--- src/rtl/toggle_counter_pkg.sv ---
// Shared constants and helpers for the toggle/divider channel bank.
package toggle_counter_pkg;

  localparam logic MODE_TOGGLE = 1'b0;
  localparam logic MODE_PULSE  = 1'b1;

  // Width of a channel index; a single-channel bank still carries one index bit.
  function automatic int ch_idx_w(input int n);
    return (n > 1) ? $clog2(n) : 1;
  endfunction

endpackage

--- src/rtl/toggle_counter_channel.sv ---
// One toggle/divider channel: period counter, output mode, and the
// clr > pre > config write > count priority chain.
module toggle_counter_channel
  import toggle_counter_pkg::*;
#(
  parameter int   WIDTH    = 8,
  parameter logic INIT_BIT = 1'b0
) (
  input  logic             clk,
  input  logic             rst_n,
  input  logic             i_we,
  input  logic [WIDTH-1:0] i_period,
  input  logic             i_mode,
  input  logic             i_en,
  input  logic             i_pre,
  input  logic             i_clr,
  output logic             o_q,
  output logic             o_tick
);

  logic [WIDTH-1:0] r_cnt;
  logic [WIDTH-1:0] r_period;
  logic             r_mode;
  logic             r_q;
  logic             r_tick;
  logic             w_event;

  // cnt never passes period, so equality is the only terminal condition.
  assign w_event = i_en && (r_cnt == r_period);

  always_ff @(posedge clk) begin
    if (!rst_n) begin
      r_cnt    <= '0;
      r_period <= '0;
      r_mode   <= MODE_TOGGLE;
      r_q      <= INIT_BIT;
      r_tick   <= 1'b0;
    end else if (i_clr) begin
      r_cnt  <= '0;
      r_q    <= 1'b0;
      r_tick <= 1'b0;
    end else if (i_pre) begin
      r_cnt  <= '0;
      r_q    <= 1'b1;
      r_tick <= 1'b0;
    end else if (i_we) begin
      r_period <= i_period;
      r_mode   <= i_mode;
      r_cnt    <= '0;
      r_tick   <= 1'b0;
      if (i_mode == MODE_PULSE) begin
        r_q <= 1'b0;
      end
    end else begin
      r_tick <= w_event;
      if (i_en) begin
        r_cnt <= w_event ? '0 : r_cnt + WIDTH'(1);
      end
      if (r_mode == MODE_PULSE) begin
        r_q <= w_event;
      end else if (w_event) begin
        r_q <= ~r_q;
      end
    end
  end

  assign o_q    = r_q;
  assign o_tick = r_tick;

endmodule

--- src/rtl/toggle_counter_bank.sv ---
// Bank of independent toggle/divider channels sharing one clock and one
// configuration write port; out-of-range channel indices select nothing.
module toggle_counter_bank
  import toggle_counter_pkg::*;
#(
  parameter int                  CHANNELS = 4,
  parameter int                  WIDTH    = 8,
  parameter logic [CHANNELS-1:0] INIT     = '0
) (
  input  logic                              clk,
  input  logic                              rst_n,
  input  logic                              cfg_we,
  input  logic [ch_idx_w(CHANNELS)-1:0]     cfg_ch,
  input  logic [WIDTH-1:0]                  cfg_period,
  input  logic                              cfg_mode,
  input  logic [CHANNELS-1:0]               en,
  input  logic [CHANNELS-1:0]               pre,
  input  logic [CHANNELS-1:0]               clr,
  output logic [CHANNELS-1:0]               q,
  output logic [CHANNELS-1:0]               tick
);

  localparam int CH_W = ch_idx_w(CHANNELS);

  logic [CHANNELS-1:0] w_we;

  for (genvar g = 0; g < CHANNELS; g++) begin : g_ch
    assign w_we[g] = cfg_we && (cfg_ch == CH_W'(g));

    toggle_counter_channel #(
      .WIDTH    (WIDTH),
      .INIT_BIT (INIT[g])
    ) u_channel (
      .clk      (clk),
      .rst_n    (rst_n),
      .i_we     (w_we[g]),
      .i_period (cfg_period),
      .i_mode   (cfg_mode),
      .i_en     (en[g]),
      .i_pre    (pre[g]),
      .i_clr    (clr[g]),
      .o_q      (q[g]),
      .o_tick   (tick[g])
    );
  end

endmodule

--- config.mk ---
export PLATFORM = sky130hd
export DESIGN_NAME = toggle_counter_bank
export DESIGN_NICKNAME = d
export VERILOG_FILES = /design/src/rtl/toggle_counter_pkg.sv /design/src/rtl/toggle_counter_channel.sv /design/src/rtl/toggle_counter_bank.sv
export SDC_FILE = /design/constraint.sdc
export NUM_CORES = 1
export LEC_CHECK = 0
export CAP_MARGIN = 20
export CORE_MARGIN = 4
export CORE_UTILIZATION = 29
export DETAILED_ROUTE_END_ITERATION = 6
export PLACE_DENSITY_LB_ADDON = 0.05
export SYNTH_ARGS = -nofsm -noshare
export SYNTH_HDL_FRONTEND = slang
export SYNTH_SLANG_ARGS = --single-unit
--- constraint.sdc ---
create_clock -name clk -period 5.8 [get_ports clk]
set_clock_uncertainty 0.15 [all_clocks]
set_input_delay 1.16 -clock clk [delete_from_list [all_inputs] [get_ports clk]]
set_output_delay 1.16 -clock clk [all_outputs]
set_load 0.01 [all_outputs]
==> out/summary.txt, run 1 <==
Vias/cell: 4.59
most frequent cells in the layout: 76 x dfxtp_1, 48 x nand2_1, 34 x nor2_1
CP Class: in2reg
Worst R2R Start: g_ch[3].u_channel.r_cnt[0]
synthesized area per cell: 9.01 µm²
most common cell after layout, fill and taps aside: dfxtp_1
max-slew violations: 0
Fillers: 1,249
Layout area overhead: 19.6%
drt drc: 0
Mapped Area: 0.00356 mm²
DPL Wire Length: 5.78 mm
Setup Fix Bufs, Post-CTS: 0
non-filler instance count after layout: 570
Initial Utilization: 0.296
R2R Setup Slk: 3.71 ns
clk root buf: clkbuf_16
Critical R2R Capture: g_ch[3].u_channel.r_cnt[0]
Core ar.: 0.0120 mm²
cts-stage hold buffer count: 0
Tmin final: 3.15 ns
Tot GR Track Use: 0.123
Ports: 34
global-route wire length before repair: 13.8 mm
largest net degree at the start of global routing: 44
power per cell area: 273 mW/mm²
Port-buffer cells: 33
max-cap violations: 0
post-CTS sizing: 0
status: finished clean
maximum clock frequency: 318 MHz
Yosys cell types: 38
sequential standard cell area: 0.00152 mm²
routed vias: 2,616
worst endpoint required time: 5.87 ns
clk buf depth: 2
crit-path max FO: 15
vias in the first global route: 2,610
synth warn: 0
crit start category: input port
RSZ-0062 raised after global routing: false
initial antenna violation count: 0
share of layout cells above drive strength 1: 0.0378
area of the multi-input gates: 0.00193 mm²
Synth Net Count: 425
Site Rows: 40
worst-margin pin slew: 1.00 ns
IR drop worst, VDD: 0.000125 V
grt ovf: 0
Die Span Y: 119 µm
relative slew slack: 0.329
Clock Latency Late Sink: 0.33 ns
min-delay src: g_ch[1].u_channel.r_mode
ratio of final minimum period to clock period: 0.543
ant diodes: 0
DP Cell Count: 555
cells after synthesis: 395
CTS tree: built
Hold WC Path Type: reg2reg
DIE WIDTH: 119 µm
die area: 0.0141 mm²
R2R depth: 5
leakage: 1.59 nW
setup_tns: 0 ns
clk sinks: 76
final setup vio count: 0
Hold Crit Depth: 2
Critical Path AT: 3.21 ns
Final GP Congestion: 0.698
initial drt markers: 126
# nets final: 449
antenna-violating nets left: 0
Hold Path End: g_ch[1].u_channel.r_mode
CP Launch Point: cfg_we
Clock transition at path regs: 0.06 ns
Fin. Hold Viols: 0
synthesized flop and latch total: 76
Seq/Total Area, Yosys: 0.428
Post-Route WL: 7.99 mm
Num CTS Buffers: 9
CP endpoint kind: flop
Pre-Repair DR Iteration Count: 4
H-Tree Level Count: 3
Routed WL per cell: 14.0 µm
==> metrics by stage <==
step	total power, W	cell area, µm²	hold WS (ns)	setup slack, ns	utilization
6_report	0.00116	4250	0.329	2.65	0.354
5_1_grt	0.00121	4250	0.354	2.40	0.354
4_1_cts	0.00118	4250	0.337	2.60	0.354
3_5_place_dp	0.000627	3970	0.326	2.26	0.330
3_3_place_gp	0.000627	3970	0.321	2.30	0.330
2_1_floorplan	0.000588	3560	0.305	3.35	-
==> kinds of logic (layout without fill, tap and decap cells) <==
| logic type | count (synthesis) | in the layout | share of synthesized area |
|---|---|---|---|
| flops | 76 | 76 | 0.428 |
| fa+ha+maj | 4 | 4 | 0.0141 |
| simple gates | 183 | 183 | 0.263 |
| buf+inv | 21 | 49 | 0.0310 |
| compound gates | 35 | 35 | 0.0696 |
| xor+xnor | 56 | 56 | 0.138 |
| mux | 20 | 20 | 0.0563 |
==> cells in the mapped netlist <==
cell       n  share of area
a211oi_1   1         0.0021
a211oi_2   1         0.0035
a21boi_0  19          0.040
a21oi_1    6         0.0084
a221oi_1   2         0.0049
a31o_2     1         0.0025
a31oi_1    1         0.0018
and3_1     5         0.0088
and3b_1    1         0.0025
and4_1     3         0.0074
buf_2      1         0.0014
buf_4      8          0.017
clkbuf_1  12          0.013
dfxtp_1   76           0.43
ha_1       4          0.014
mux2i_1   20          0.056
nand2_1   48          0.051
nand2b_1  12          0.021
nand3_1   25          0.035
nand3b_1   4         0.0084
nand4_1   12          0.021
nor2_1    34          0.036
nor2b_1   19          0.033
nor3_1     5         0.0070
nor3b_1    2         0.0042
nor4_1     3         0.0053
nor4b_1    1         0.0025
nor4bb_1   2         0.0056
o21ai_0    1         0.0014
o21ai_1    1         0.0014
o22ai_1    2         0.0035
or2_0      1         0.0018
or2_1      2         0.0035
or3_1      2         0.0035
or3b_1     1         0.0025
or4_4      1         0.0032
xnor2_1   27          0.066
xor2_1    29          0.071
==> cell type report <==
type | instances | area share
flip-flops and latches | 76 | 0.358
well taps | 147 | 0.0432
repair buffers | 34 | 0.0794
clock buffers | 13 | 0.0588
multi-input cells | 298 | 0.453
clock inverters | 2 | 0.00824
==> flip-flops by register name (all words and copies together), names as in the netlist <==
| register | cells |
|---|---|
| g_ch.u_channel.o_q | 4 |
| g_ch.u_channel.r_mode | 4 |
| g_ch.u_channel.r_cnt | 32 |
| g_ch.u_channel.o_tick | 4 |
| g_ch.u_channel.r_period | 32 |
==> per-layer routing <==
| metal | vias to the layer above | global-route usage | part of all wire | wire length (µm) |
|---|---|---|---|---|
| li1 | 1386 | - | - | - |
| met3 | 8 | 0.0450 | 0.036 | 288 |
| met1 | 1189 | 0.162 | 0.50 | 3970 |
| met4 | 0 | 0.0391 | 0.013 | 106 |
| met2 | 33 | 0.188 | 0.45 | 3630 |
| met5 | - | 0 | 0 | 0 |
==> power breakdown <==
part	internal [W]	switching, W	total, W	leakage (nW)
combinational	0.0000401	0.0000405	0.0000806	0.833
sequential	0.000529	0.00000492	0.000534	0.614
clock	0.000342	0.000206	0.000548	0.140
total	0.000911	0.000251	0.00116	1.59
==> critical path: stages <==
cell and delay [ns]:
clkdlybuf4s50_1 0.53, nand2_1 0.07, nor2_1 0.75, nand2_1 0.43, nand2_1 0.17, a21boi_0 0.10
==> how the worst max path moves through the flow <==
stage / to / slack (ns) / cells past startpoint
2_1_floorplan: g_ch[0].u_channel.r_cnt[0] / 3.35 / 6
3_3_place_gp: g_ch[2].u_channel.r_period[0] / 2.30 / 6
3_5_place_dp: g_ch[2].u_channel.r_period[5] / 2.26 / 6
4_1_cts: g_ch[2].u_channel.r_period[0] / 2.60 / 6
5_1_grt: g_ch[2].u_channel.r_period[4] / 2.40 / 6
6_report: g_ch[2].u_channel.r_period[0] / 2.65 / 6
Power figures use the tool's default switching activity.
==> run 2: changes to the inputs <==
==> constraint.sdc (replaced) <==
create_clock -name clk -period 2.6 [get_ports clk]
set_clock_uncertainty 0.15 [all_clocks]
set_input_delay 0.52 -clock clk [delete_from_list [all_inputs] [get_ports clk]]
set_output_delay 0.52 -clock clk [all_outputs]
set_load 0.01 [all_outputs]
==> run 2 against run 1 <==
Worst hold slack worse by 0.0024 ns. Combinational power up 150%. Worst setup slack worse by 2.3 ns. Wire length up 3.9%. Core utilization increased by 0.73 points. Register-to-register slack got worse by 3.2 ns. Sequential power increased by 120%. Flip-flop and latch count did not move. Largest power group is now registers.
==> out/summary.txt, run 2 (synthesis results as in run 1) <==
Tot GR Track Use: 0.131 (was 0.123)
Ports: 34 (unchanged)
final setup vio count: 0 (unchanged)
setup_tns: 0 ns (unchanged)
ant diodes: 0 (unchanged)
Num CTS Buffers: 9 (unchanged)
cell-internal power: 0.00197 W (was 0.000911 W)
pre-CTS setup slack: 0.0174 ns (was 2.26 ns)
Clock Latency Late Sink: 0.34 ns (was 0.33 ns)
Placed Instance Area: 0.00407 mm² (was 0.00397 mm²)
clk root buf: clkbuf_16 (unchanged)
CTS tree: built (unchanged)
Worst Setup Slack, final: 0.382 ns (was 2.65 ns)
Worst R2R Start: g_ch[1].u_channel.r_cnt[1] (was g_ch[3].u_channel.r_cnt[0])
Hold Crit Depth: 2 (unchanged)
antenna-violating nets left: 0 (unchanged)
Die Span Y: 119 µm (unchanged)
Critical R2R Capture: g_ch[1].u_channel.o_q (was g_ch[3].u_channel.r_cnt[0])
worst endpoint required time: 2.68 ns (was 5.87 ns)
Fin. Hold Viols: 0 (unchanged)
Clock transition at path regs: 0.05 ns (was 0.06 ns)
Clock power frac: 0.455 (was 0.472)
drt drc: 0 (unchanged)
Sw Ratio: 0.227 (was 0.216)
Routed WL per cell: 14.3 µm (was 14.0 µm)
DPL Wire Length: 6.09 mm (was 5.78 mm)
power per cell area: 587 mW/mm² (was 273 mW/mm²)
share of layout cells above drive strength 1: 0.0667 (was 0.0378)
post-CTS sizing: 0 (unchanged)
most common cell after layout, fill and taps aside: dfxtp_1 (unchanged)
DIE WIDTH: 119 µm (unchanged)
register share of total power: 0.467 (was 0.459)
grt ovf: 0 (unchanged)
initial antenna violation count: 0 (unchanged)
cts-stage hold buffer count: 0 (unchanged)
Post-Route WL: 8.30 mm (was 7.99 mm)
Port-buffer cells: 33 (unchanged)
global-route wire length before repair: 14.5 mm (was 13.8 mm)
vias in the first global route: 2,792 (was 2,610)
worst-margin pin slew: 0.539 ns (was 1.00 ns)
Setup Fix Bufs, Post-CTS: 0 (unchanged)
IR drop worst, VDD: 0.000292 V (was 0.000125 V)
relative slew slack: 0.641 (was 0.329)
largest net degree at the start of global routing: 27 (was 44)
hold_ws: 0.327 ns (was 0.329 ns)
leakage: 1.65 nW (was 1.59 nW)
Site Rows: 40 (unchanged)
sequential standard cell area: 0.00152 mm² (unchanged)
most frequent cells in the layout: 76 x dfxtp_1, 48 x nand2_1, 34 x nor2_1 (unchanged)
R2R depth: 5 (unchanged)
R2R Setup Slk: 0.56 ns (was 3.71 ns)
Hold WC Path Type: reg2reg (unchanged)
ratio of final minimum period to clock period: 0.853
clk sinks: 76 (unchanged)
die area: 0.0141 mm² (unchanged)
Critical Path AT: 2.29 ns (was 3.21 ns)
Tmin final: 2.22 ns
H-Tree Level Count: 3 (unchanged)
max-cap violations: 0 (unchanged)
CP Class: in2reg (unchanged)
routed vias: 2,671 (was 2,616)
Hold Path End: g_ch[3].u_channel.r_period[2] (was g_ch[1].u_channel.r_mode)
Core ar.: 0.0120 mm² (unchanged)
Gate power share: 0.078 (was 0.069)
Final GP Congestion: 0.709 (was 0.698)
clk buf depth: 2 (unchanged)
RSZ-0062 raised after global routing: false (unchanged)
maximum clock frequency: 451 MHz
max-slew violations: 0 (unchanged)
initial drt markers: 205 (was 126)
P_sw: 0.000578 W (was 0.000251 W)
Design Area, Final: 0.00434 mm² (was 0.00425 mm²)
status: finished clean (unchanged)
CP endpoint kind: flop (unchanged)
area of the multi-input gates: 0.00193 mm² (unchanged)
Vias/cell: 4.59 (about the same)
biggest regs: g_ch.u_channel.r_cnt x32, g_ch.u_channel.r_period x32 (unchanged)
Pre-Repair DR Iteration Count: 4 (unchanged)
# nets final: 461 (was 449)
Fillers: 1,258 (was 1,249)
Initial Utilization: 0.296 (unchanged)
crit start category: input port (unchanged)
min-delay src: g_ch[3].u_channel.r_period[2] (was g_ch[1].u_channel.r_mode)
Util after Layout: 0.361 (was 0.354)
crit-path max FO: 9 (was 15)
Layout area overhead: 22.1% (was 19.6%)
## run 2: metrics by stage
stage	power (W)	std cells
finish	0.00255	582
global route	0.00267	582
CTS	0.00261	582
detailed placement	0.00142	567
global placement	0.00142	567
floorplan	0.00131	395
## run 2: power groups by stage
stage               logic (W)  registers [W]  clock network (W)
CTS                  0.000202        0.00119            0.00122
floorplan           0.0000998        0.00121                  0
global placement     0.000200        0.00122                  0
detailed placement   0.000201        0.00122                  0
finish               0.000198        0.00119            0.00116
global route         0.000220        0.00119            0.00126
## run 2: layout make-up
cell class / count / share of cell area
Timing Repair Buffer: 46 / 0.101
Tap cell: 147 / 0.0424
Multi-Input combinational cell: 298 / 0.444
Clock inverter: 2 / 0.00231
Sequential cell: 76 / 0.350
Clock buffer: 13 / 0.0599
## run 2: worst max-delay path, cell delays in order
cell             delay [ns]
clkdlybuf4s50_1        0.53
or3b_1                 0.49
nand2b_1               0.44
mux2i_1                0.26
nor2b_1                0.06
## run 2: layer usage
| layer | vias up | GRT usage | part of all wire |
|---|---|---|---|
| met5 | - | 0 | 0 |
| met4 | 0 | 0.0413 | 0.013 |
| met3 | 8 | 0.0483 | 0.040 |
| met2 | 31 | 0.204 | 0.45 |
| met1 | 1220 | 0.167 | 0.50 |
| li1 | 1412 | - | - |
## run 2: how the worst max path moves through the flow
stage	slack (ns)	depth (start not counted)	endpoint	startpoint
after floorplan	0.69	5	g_ch[1].u_channel.o_q	g_ch[1].u_channel.r_cnt[5]
after global placement	0.04	5	g_ch[0].u_channel.r_mode	cfg_we
after detailed placement	0.02	5	g_ch[0].u_channel.r_period[4]	cfg_we
after CTS	0.38	5	g_ch[0].u_channel.r_period[4]	cfg_we
after global routing	0.23	5	g_ch[0].u_channel.r_period[6]	cfg_we
final	0.38	5	g_ch[0].u_channel.r_period[4]	cfg_we
